<file path="config.mk">
export PLATFORM = sky130hd
export DESIGN_NAME = arb_requester
export DESIGN_NICKNAME = d
export VERILOG_FILES = /design/src/rtl/arb_req_pkg.sv /design/src/rtl/arb_req_timer.sv /design/src/rtl/arb_requester.sv
export SDC_FILE = /design/constraint.sdc
export NUM_CORES = 1
export LEC_CHECK = 0
export ABC_AREA = 1
export BUFFER_PORTS_ARGS = -buffer_cell sky130_fd_sc_hd__buf_2
export CAP_MARGIN = 0
export CORE_ASPECT_RATIO = 1.1
export CORE_MARGIN = 4
export CORE_UTILIZATION = 30
export DETAILED_ROUTE_END_ITERATION = 8
export GPL_ROUTABILITY_DRIVEN = 0
export HOLD_SLACK_MARGIN = 0.15
export PLACE_DENSITY = 0.5
export SLEW_MARGIN = 10
export SYNTH_ARGS = -nofsm -noshare
export SYNTH_HDL_FRONTEND = slang
export SYNTH_HIERARCHICAL = 1
export SYNTH_SLANG_ARGS = --single-unit
export TNS_END_PERCENT = 10
</file>
<file path="constraint.sdc">
create_clock -name i_clk -period 1.8 [get_ports i_clk]
set_clock_uncertainty 0.15 [all_clocks]
set_input_delay 0.36 -clock i_clk [delete_from_list [all_inputs] [get_ports i_clk]]
set_output_delay 0.36 -clock i_clk [all_outputs]
set_load 0.005 [all_outputs]
</file>
<file path="src/rtl/arb_req_pkg.sv">
// -----------------------------------------------------------------------------
// arb_req_pkg
// Shared types and constants for the arbiter requester client.
//   arb_req_state_e : requester FSM state encoding
//   DEFAULT_TIMEOUT : default REQ-phase abort limit, in clock cycles
//   timer_width()   : bit width needed to hold a timeout count of 0..timeout
// -----------------------------------------------------------------------------
package arb_req_pkg;

  typedef enum logic [1:0] {
    IDLE = 2'b00,
    REQ  = 2'b01,
    OWN  = 2'b10,
    REL  = 2'b11
  } arb_req_state_e;

  localparam int DEFAULT_TIMEOUT = 64;

  function automatic int timer_width(input int timeout);
    return $clog2(timeout + 1);
  endfunction

endpackage

</file>
<file path="src/rtl/arb_req_timer.sv">
// -----------------------------------------------------------------------------
// arb_req_timer
// Down-counter that bounds how long the requester may wait for a grant.
// Loaded with TIMEOUT when a job is accepted, decremented once per REQ cycle,
// and flags expiry on the TIMEOUT-th enabled cycle (count == 1).
// Ports:
//   i_clk      clock, rising edge
//   i_resetn   synchronous active-low reset
//   i_load     reload the counter with TIMEOUT
//   i_en       count this cycle (requester is in REQ)
//   o_expired  terminal count reached while enabled
// -----------------------------------------------------------------------------
module arb_req_timer
  import arb_req_pkg::*;
#(
  parameter int TIMEOUT = DEFAULT_TIMEOUT
) (
  input  logic i_clk,
  input  logic i_resetn,
  input  logic i_load,
  input  logic i_en,
  output logic o_expired
);

  localparam int W = timer_width(TIMEOUT);

  logic [W-1:0] r_cnt;

  always_ff @(posedge i_clk) begin
    if (!i_resetn) begin
      r_cnt <= '0;
    end else if (i_load) begin
      r_cnt <= W'(TIMEOUT);
    end else if (i_en && (r_cnt != '0)) begin
      r_cnt <= r_cnt - W'(1);
    end
  end

  // Count of 1 marks the last permitted REQ cycle; saturation at 0 prevents wrap.
  assign o_expired = i_en && (r_cnt == W'(1));

endmodule

</file>
<file path="src/rtl/arb_requester.sv">
// -----------------------------------------------------------------------------
// arb_requester
// Device-side client of the 3-way request/grant arbiter. Accepts a burst job,
// raises req, waits for gnt, streams job_len beats from the source onto the
// shared bus, then drops req and waits for gnt to fall before the next job so
// a stale registered grant is never reused.
//
// Build option: ARB_REQ_TIMEOUT_EN -- when defined, a REQ-phase timer aborts
// the job after TIMEOUT cycles without a grant. When undefined, REQ waits for
// the grant indefinitely and no timer is built.
//
// Parameters: DATA_W (bus width), LEN_W (job length width), TIMEOUT (>= 1)
// Ports:
//   i_clk, i_resetn            clock (rising edge), synchronous active-low reset
//   i_job_valid, i_job_len     job offer and beat count (0 = empty job)
//   o_job_ready                combinational, high only in IDLE
//   i_src_valid, i_src_data    source beat
//   o_src_ready                combinational, high only in OWN
//   o_req / i_gnt              request to / grant from the arbiter
//   o_bus_valid, o_bus_data    registered bus beat
//   o_done, o_err              1-cycle job-finished pulse; err marks an abort
//
// state | meaning
// ------+---------------------------------------------------------------
// IDLE  | ready for a job; empty jobs finish here directly
// REQ   | req high, waiting for the grant (optionally time-limited)
// OWN   | bus owned, forwarding source beats until the count runs out
// REL   | req low, waiting for the grant to fall before reporting done
// -----------------------------------------------------------------------------
module arb_requester
  import arb_req_pkg::*;
#(
  parameter int DATA_W  = 8,
  parameter int LEN_W   = 4,
  parameter int TIMEOUT = DEFAULT_TIMEOUT
) (
  input  logic              i_clk,
  input  logic              i_resetn,
  input  logic              i_job_valid,
  input  logic [LEN_W-1:0]  i_job_len,
  output logic              o_job_ready,
  input  logic              i_src_valid,
  input  logic [DATA_W-1:0] i_src_data,
  output logic              o_src_ready,
  output logic              o_req,
  input  logic              i_gnt,
  output logic              o_bus_valid,
  output logic [DATA_W-1:0] o_bus_data,
  output logic              o_done,
  output logic              o_err
);

  if (TIMEOUT < 1) begin : g_bad_timeout
    $error("arb_requester: TIMEOUT must be at least 1");
  end

  arb_req_state_e    r_state;
  logic              r_req;
  logic              r_bus_valid;
  logic [DATA_W-1:0] r_bus_data;
  logic              r_done;
  logic              r_err;
  logic [LEN_W-1:0]  r_cnt;
  logic              r_abort;

  arb_req_state_e    w_state_nxt;
  logic              w_req_nxt;
  logic              w_bus_valid_nxt;
  logic [DATA_W-1:0] w_bus_data_nxt;
  logic              w_done_nxt;
  logic              w_err_nxt;
  logic [LEN_W-1:0]  w_cnt_nxt;
  logic              w_abort_nxt;
  logic              w_last_beat;
  logic              w_tmr_expired;

`ifdef ARB_REQ_TIMEOUT_EN
  logic w_tmr_load;
  logic w_tmr_en;

  assign w_tmr_load = (r_state == IDLE) && i_job_valid && (i_job_len != '0);
  assign w_tmr_en   = (r_state == REQ);

  arb_req_timer #(
    .TIMEOUT (TIMEOUT)
  ) u_timer (
    .i_clk     (i_clk),
    .i_resetn  (i_resetn),
    .i_load    (w_tmr_load),
    .i_en      (w_tmr_en),
    .o_expired (w_tmr_expired)
  );
`else
  assign w_tmr_expired = 1'b0;
`endif

  assign w_last_beat = i_src_valid && (r_cnt == LEN_W'(1));

  always_ff @(posedge i_clk) begin
    if (!i_resetn) begin
      r_state     <= IDLE;
      r_req       <= 1'b0;
      r_bus_valid <= 1'b0;
      r_bus_data  <= '0;
      r_done      <= 1'b0;
      r_err       <= 1'b0;
      r_cnt       <= '0;
      r_abort     <= 1'b0;
    end else begin
      r_state     <= w_state_nxt;
      r_req       <= w_req_nxt;
      r_bus_valid <= w_bus_valid_nxt;
      r_bus_data  <= w_bus_data_nxt;
      r_done      <= w_done_nxt;
      r_err       <= w_err_nxt;
      r_cnt       <= w_cnt_nxt;
      r_abort     <= w_abort_nxt;
    end
  end

  always_comb begin
    w_state_nxt     = r_state;
    w_req_nxt       = r_req;
    w_bus_valid_nxt = 1'b0;
    w_bus_data_nxt  = r_bus_data;
    w_done_nxt      = 1'b0;
    w_err_nxt       = 1'b0;
    w_cnt_nxt       = r_cnt;
    w_abort_nxt     = r_abort;
    o_job_ready     = 1'b0;
    o_src_ready     = 1'b0;

    case (r_state)
      IDLE: begin
        o_job_ready = 1'b1;
        w_abort_nxt = 1'b0;
        if (i_job_valid) begin
          if (i_job_len != '0) begin
            w_cnt_nxt   = i_job_len;
            w_req_nxt   = 1'b1;
            w_state_nxt = REQ;
          end else begin
            w_done_nxt = 1'b1;
          end
        end
      end

      REQ: begin
        // A grant seen in the expiry cycle still wins.
        if (i_gnt) begin
          w_state_nxt = OWN;
        end else if (w_tmr_expired) begin
          w_req_nxt   = 1'b0;
          w_abort_nxt = 1'b1;
          w_state_nxt = REL;
        end
      end

      OWN: begin
        o_src_ready = 1'b1;
        if (i_src_valid) begin
          w_bus_valid_nxt = 1'b1;
          w_bus_data_nxt  = i_src_data;
          w_cnt_nxt       = r_cnt - LEN_W'(1);
        end
        // Source beats offered while src_ready is high are always taken;
        // losing the grant aborts unless this cycle completes the burst.
        if (w_last_beat) begin
          w_req_nxt   = 1'b0;
          w_state_nxt = REL;
        end else if (!i_gnt) begin
          w_req_nxt   = 1'b0;
          w_abort_nxt = 1'b1;
          w_state_nxt = REL;
        end
      end

      REL: begin
        w_req_nxt = 1'b0;
        if (!i_gnt) begin
          w_done_nxt  = 1'b1;
          w_err_nxt   = r_abort;
          w_state_nxt = IDLE;
        end
      end

      default: begin
        w_req_nxt   = 1'b0;
        w_state_nxt = IDLE;
      end
    endcase
  end

  assign o_req       = r_req;
  assign o_bus_valid = r_bus_valid;
  assign o_bus_data  = r_bus_data;
  assign o_done      = r_done;
  assign o_err       = r_err;

endmodule
</file>
Yosys cells after proc, flatten, opt, wreduce, memory -nomap -nowiden
Index checks and enable logic that the tools add are counted.
{"block": "word_totals", "output_inout_bits": 14, "input_bits": 17, "ff_bits": 19, "wordCells": 61}
{"block": "classes", "reduce_logical": 11, "mux": 26, "bitwise_logic": 3, "n_eq_ne": 12, "addsub": 1}
{"cell": "2-bit inequality test (second input constant)", "count": 7}
{"cell": "1-bit two-way mux", "count": 12}
{"cell": "2-bit two-way mux", "count": 6}
{"cell": "4-bit two-way mux", "count": 3}
{"cell": "2-bit one-hot mux with 4 select lines", "count": 1}
{"cell": "4-bit one-hot mux with 2 select lines", "count": 1}
{"cell": "4-bit AND reduction", "count": 2}
{"cell": "5-bit AND reduction", "count": 1}
{"cell": "2-bit equality test (second input constant)", "count": 2}
{"cell": "4-bit by 1-bit equality test with 1-bit output (second input constant)", "count": 1}
{"cell": "1-bit one-hot mux with 2 select lines", "count": 2}
{"cell": "2-bit AND reduction", "count": 2}
{"cell": "4-bit nonzero test", "count": 1}
{"cell": "4-bit by 1-bit subtractor with 4-bit output (second input constant)", "count": 1}
{"cell": "3-bit inequality test (second input constant)", "count": 1}
{"cell": "1-bit NOT", "count": 3}
{"cell": "1-bit one-hot mux with 3 select lines", "count": 1}
{"cell": "3-bit AND reduction", "count": 1}
{"cell": "3-bit OR reduction", "count": 1}
{"cell": "2-bit by 1-bit equality test with 1-bit output (second input constant)", "count": 1}
{"cell": "2-bit zero test", "count": 1}
{"cell": "2-bit nonzero test", "count": 1}
{"cell": "1-bit logical AND", "count": 1}

Depth between registers and ports, before layout
{"block": "logic_depth", "word_depth": 4, "depth_mapped": 10, "depth_no_buf": 10}

Least setup slack after synthesis
No wires, ideal clock.
{"block": "synth_path", "kind": "register to register", "from": "reg r_state[0]", "to": "reg r_cnt[0]", "slack_ps": 229, "t_required_ps": 1537, "period_less_slack_ps": 1571, "path_buffers": 1, "stages_incl_launch_ff": 10, "setup_time_ps": 113, "t_arrival_ps": 1308, "cell_sequence": "dfxtp_1 -> inv_1 -> ha_1 -> buf_6 -> nand2_8 -> inv_6 -> o211ai_4 -> nand2_1 -> nand2_1 -> nor2_1"}
{"block": "synth_between", "elab_chain_cells": 3, "elab_cells_between_ends": 8, "classes_between": "eq/ne (4); mux (1); reduce/logical (3)"}
{"element": "from (decl)", "line_no": "arb_requester.sv:57", "rtl": "arb_req_state_e r_state;"}
{"element": "from (signal assigned)", "line_no": "arb_requester.sv:110", "rtl": "r_state <= w_state_nxt;"}
{"element": "2-bit equality test or 2-bit zero test (tied branches)", "line_no": "arb_requester.sv:133", "rtl": "case (r_state)"}
{"element": "2-bit inequality test (no line) or 2-bit nonzero test (tied branches)"}
{"element": "4-bit AND reduction (no line)"}
{"element": "to (signal assigned)", "line_no": "arb_requester.sv:116", "rtl": "r_cnt <= w_cnt_nxt;"}
{"element": "to (decl)", "line_no": "arb_requester.sv:63", "rtl": "logic [LEN_W-1:0] r_cnt;"}
Parallel ways exist; a longest one is shown, timed or not.
A chain may end at the register's enable or synchronous reset.

Final worst setup path
{"block": "layout_path", "from": "reg r_state[0]", "to": "out o_job_ready"}
{"block": "layout_between", "elab_chain_cells": 2}
{"element": "2-bit zero test", "line_no": "arb_requester.sv:133"}
{"element": "1-bit two-way mux", "line_no": "arb_requester.sv:133"}
{"element": "to (decl)", "line_no": "arb_requester.sv:41", "rtl": "output logic o_job_ready,"}
No other way between the ends.

==> flow_summary_export.csv <==
group,metric,value,unit
outcome,status,"finished clean",
detailed_routing,drt_wl_total,2304,µm
worst_setup_path,crit_path_end,"o_job_ready",
worst_setup_path,crit_start,"r_state[0]",
clock_tree,clk_pin_slew_worst_paths,0.11,ns
worst_setup_path,timing.rr.end,"r_cnt[1]",
finish,most-common-layout-cells,"nor2_1, nand2_1, buf_2",
logic_synthesis,synth_top_area_frac,0.3712,
finish,post_route_cells_drive_above_1_share,0.2712,
detailed_routing,ant_nets,0,
detailed_routing,drt_first_pass_iters,4,
die,design.core.area,3303,µm²
worst_setup_path,r2r_slack,0.19,ns
die,io_pins,31,
grt,grt_usage,0.1092,
sta,period_needed,1.714,ns
worst_setup_path,end_kind,"primary output",
clock_tree,cts_buffer_depth,2,
sta,period_share,0.9520,
die,die_h,69.30,µm
power_and_ir_drop,p_clk_frac,0.122,
worst_setup_path,worst-path-buf-inv,2,
place,dp_hpwl,1812,µm
sta,tightest_slew,0.2655,ns
detailed_routing,post_drt_wl_per_cell,10.82,µm
grt,grt_first_pass_wirelength,3877,µm
die,start_util,0.3102,
flow_run,drv_cap,0,
worst_setup_path,r2r_cells,7,
clock_tree,numCtsBuffers,3,
power_and_ir_drop,power,1.766,mW
logic_synthesis,netlist_area,1025,µm²
finish,antenna_cells,0,
power_and_ir_drop,p_int,0.9955,mW
detailed_routing,viasPerCell,4.643,
finish,final_common_cell,"nor2_1",
worst_setup_path,path_cells,"inv_1 > ha_2 > buf_2",
sta,timing.fmax,583.5,MHz
detailed_routing,drt_iter0_markers,48,
sta,finalSetupViolCount,0,
power_and_ir_drop,cellLeakagePower,0.6540,nW
clock_tree,cts_sinks,19,
die,row_count,22,
clock_tree,htreeDepth,1,
sta,maxSlewHeadroom,0.8223,
power_and_ir_drop,power_density,1384,nW/µm²
detailed_routing,drc,0,
worst_setup_path,setup.worst_path.start_class,"register",
die,die-area,4416,µm²
sta,finalHoldViolations,0,
worst_setup_path,critPathMaxStageDelay,0.35,ns
worst_setup_path,worst_path_max_delay_cell,"dfxtp_1",
power_and_ir_drop,switching_share,0.4363,
finish,n_fill_cell,366,
hold_path,hold_class,"in2reg",
logic_synthesis,syn_inst,142,
finish,nNetsFinal,202,
grt,grt_max_degree,14,
logic_synthesis,syn_avg_cell_area,7.216,µm²
clock_tree,root_buffer,"clkbuf_4",
grt,overflow,0,
logic_synthesis,synth-seq-area-share,0.3712,
worst_setup_path,arrival,1.20,ns
place,io_buffer_count,30,
power_and_ir_drop,switchingPower,0.7704,mW
worst_setup_path,cp.depth,3,
grt,grt_pass1_vias,939,
worst_setup_path,reg2reg_from,"r_state[0]",
finish,final_util,0.3864,
worst_setup_path,cpLargestDelayFamily,"flip-flops",
finish,syn2layout_area_growth,24.54,%
logic_synthesis,syn_nets,166,
worst_setup_path,critPathMaxFanout,4,
detailed_routing,vias,989,
logic_synthesis,synth_top_area_cell,"dfxtp_1",
worst_setup_path,cp.required,1.29,ns
clock_tree,cts_tree,"done",
sta,slew_viol_final,0,
finish,seq_area,380.4,µm²
logic_synthesis,synth-seq-cells,19,
logic_synthesis,ys_top_cells_by_area,"dfxtp_1, nor2_1, nand2_1",
die,fp.dieW,63.73,µm
worst_setup_path,crit_type,"reg2out",
power_and_ir_drop,ir_worst_vdd,0.4453,mV
logic_synthesis,ys_warn_count,6,
logic_synthesis,synth_cell_types,24,
clock_tree,clk_latency,0.30,ns
power_and_ir_drop,combPwrFrac,0.531,
finish,multi_input_area,565.5,µm²
grt,antenna_found_initial,0,
power_and_ir_drop,seq_power_share,0.347,
-- worst min-delay path: cells and delay by family --
family | cells | cell delay [ns]
compound gates | 1 | 0.07
buf+inv | 1 | 0.07
simple gates | 1 | 0.08
-- registers in the layout, summed over array words and instances (netlist names) --
| name | cells |
|---|---|
| o_bus_data | 8 |
| o_bus_valid | 1 |
| o_done | 1 |
| o_err | 1 |
| o_req | 1 |
| r_abort | 1 |
| r_cnt | 4 |
| r_state | 2 |
-- routing by layer --
layer / part of all wire / wire length (µm) / vias up / track usage
li1: - / - / 513 / -
met1: 0.43 / 999 / 439 / 0.1209
met2: 0.49 / 1121 / 31 / 0.1926
met3: 0.057 / 132 / 6 / 0.03079
met4: 0.022 / 50 / 0 / 0.04556
met5: 0 / 0 / - / 0
-- power by group through the flow --
stage	clock (mW)	sequential [mW]	combinational (mW)
CTS	0.229	0.610	0.920
finish	0.215	0.613	0.938
global route	0.252	0.631	1.06
floorplan	0	0.614	0.685
detailed placement	0	0.619	0.905
global placement	0	0.619	0.895
-- final cells by class --
class / count / share of cell area
multi-input combinational: 102 / 0.4431
sequential: 19 / 0.2980
timing repair buffer: 34 / 0.1451
inverter: 18 / 0.05686
tap: 36 / 0.03529
clock buffer: 3 / 0.01765
clock inverter: 1 / 0.003922
-- metrics by stage --
stage / setup TNS [ns] / area (µm²) / setup WS, ns / cells / hold WS [ns]
6_report: 0 / 1276 / 0.08634 / 213 / 0.1610
5_1_grt: -0.0006315 / 1276 / -0.0006315 / 213 / 0.1600
4_1_cts: 0 / 1254 / 0.03442 / 212 / 0.1506
3_5_place_dp: 0 / 1214 / 0.07469 / 207 / 0.3055
3_3_place_gp: 0 / 1214 / 0.1563 / 207 / 0.3106
2_1_floorplan: 0 / 1025 / 0.2289 / 142 / 0.2741
-- cell usage after synthesis --
library cell / number
buf_2: 2
buf_6: 1
clkinv_1: 1
dfxtp_1: 19
ha_1: 7
inv_1: 15
inv_2: 1
inv_6: 1
nand2_1: 30
nand2_2: 2
nand2_8: 1
nand3_1: 3
nand3_2: 2
nand3_4: 1
nand4_1: 4
nor2_1: 35
nor2_2: 1
nor3_1: 1
o211ai_4: 1
o21ai_0: 10
o21ai_1: 1
o22ai_1: 1
o32ai_1: 1
or2_0: 1
-- worst min-delay path by stage --
stage	startpoint	end	slack, ns	depth (start not counted)
after global routing	i_src_data[5]	o_bus_data[5]	0.16	3
after detailed placement	r_abort	o_err	0.31	2
after floorplan	r_abort	o_err	0.27	2
after CTS	i_src_data[0]	o_bus_data[0]	0.15	3
after global placement	r_abort	o_err	0.31	2
final	i_src_data[6]	o_bus_data[6]	0.16	3
-- repair_timing --
action / in CTS / in global routing
hold endpoints to repair: 1 / 1
pin swaps: 0 / 0
gates resized for setup: 1 / 2
gates cloned: 0 / 0
hold buffers: 1 / 1
endpoints found under the setup margin: 1 / 1
buffers inserted: 0 / 0
-- cell families after synthesis --
kind of cell / share of synthesized area
AO/OA/AOI/OAI: 0.08914
adder cells (fa/ha/maj): 0.08547
buffers and inverters: 0.09157
flip-flops: 0.3712
AND/OR/NAND/NOR: 0.3626
No activity file was read; power rests on OpenSTA's default activity.
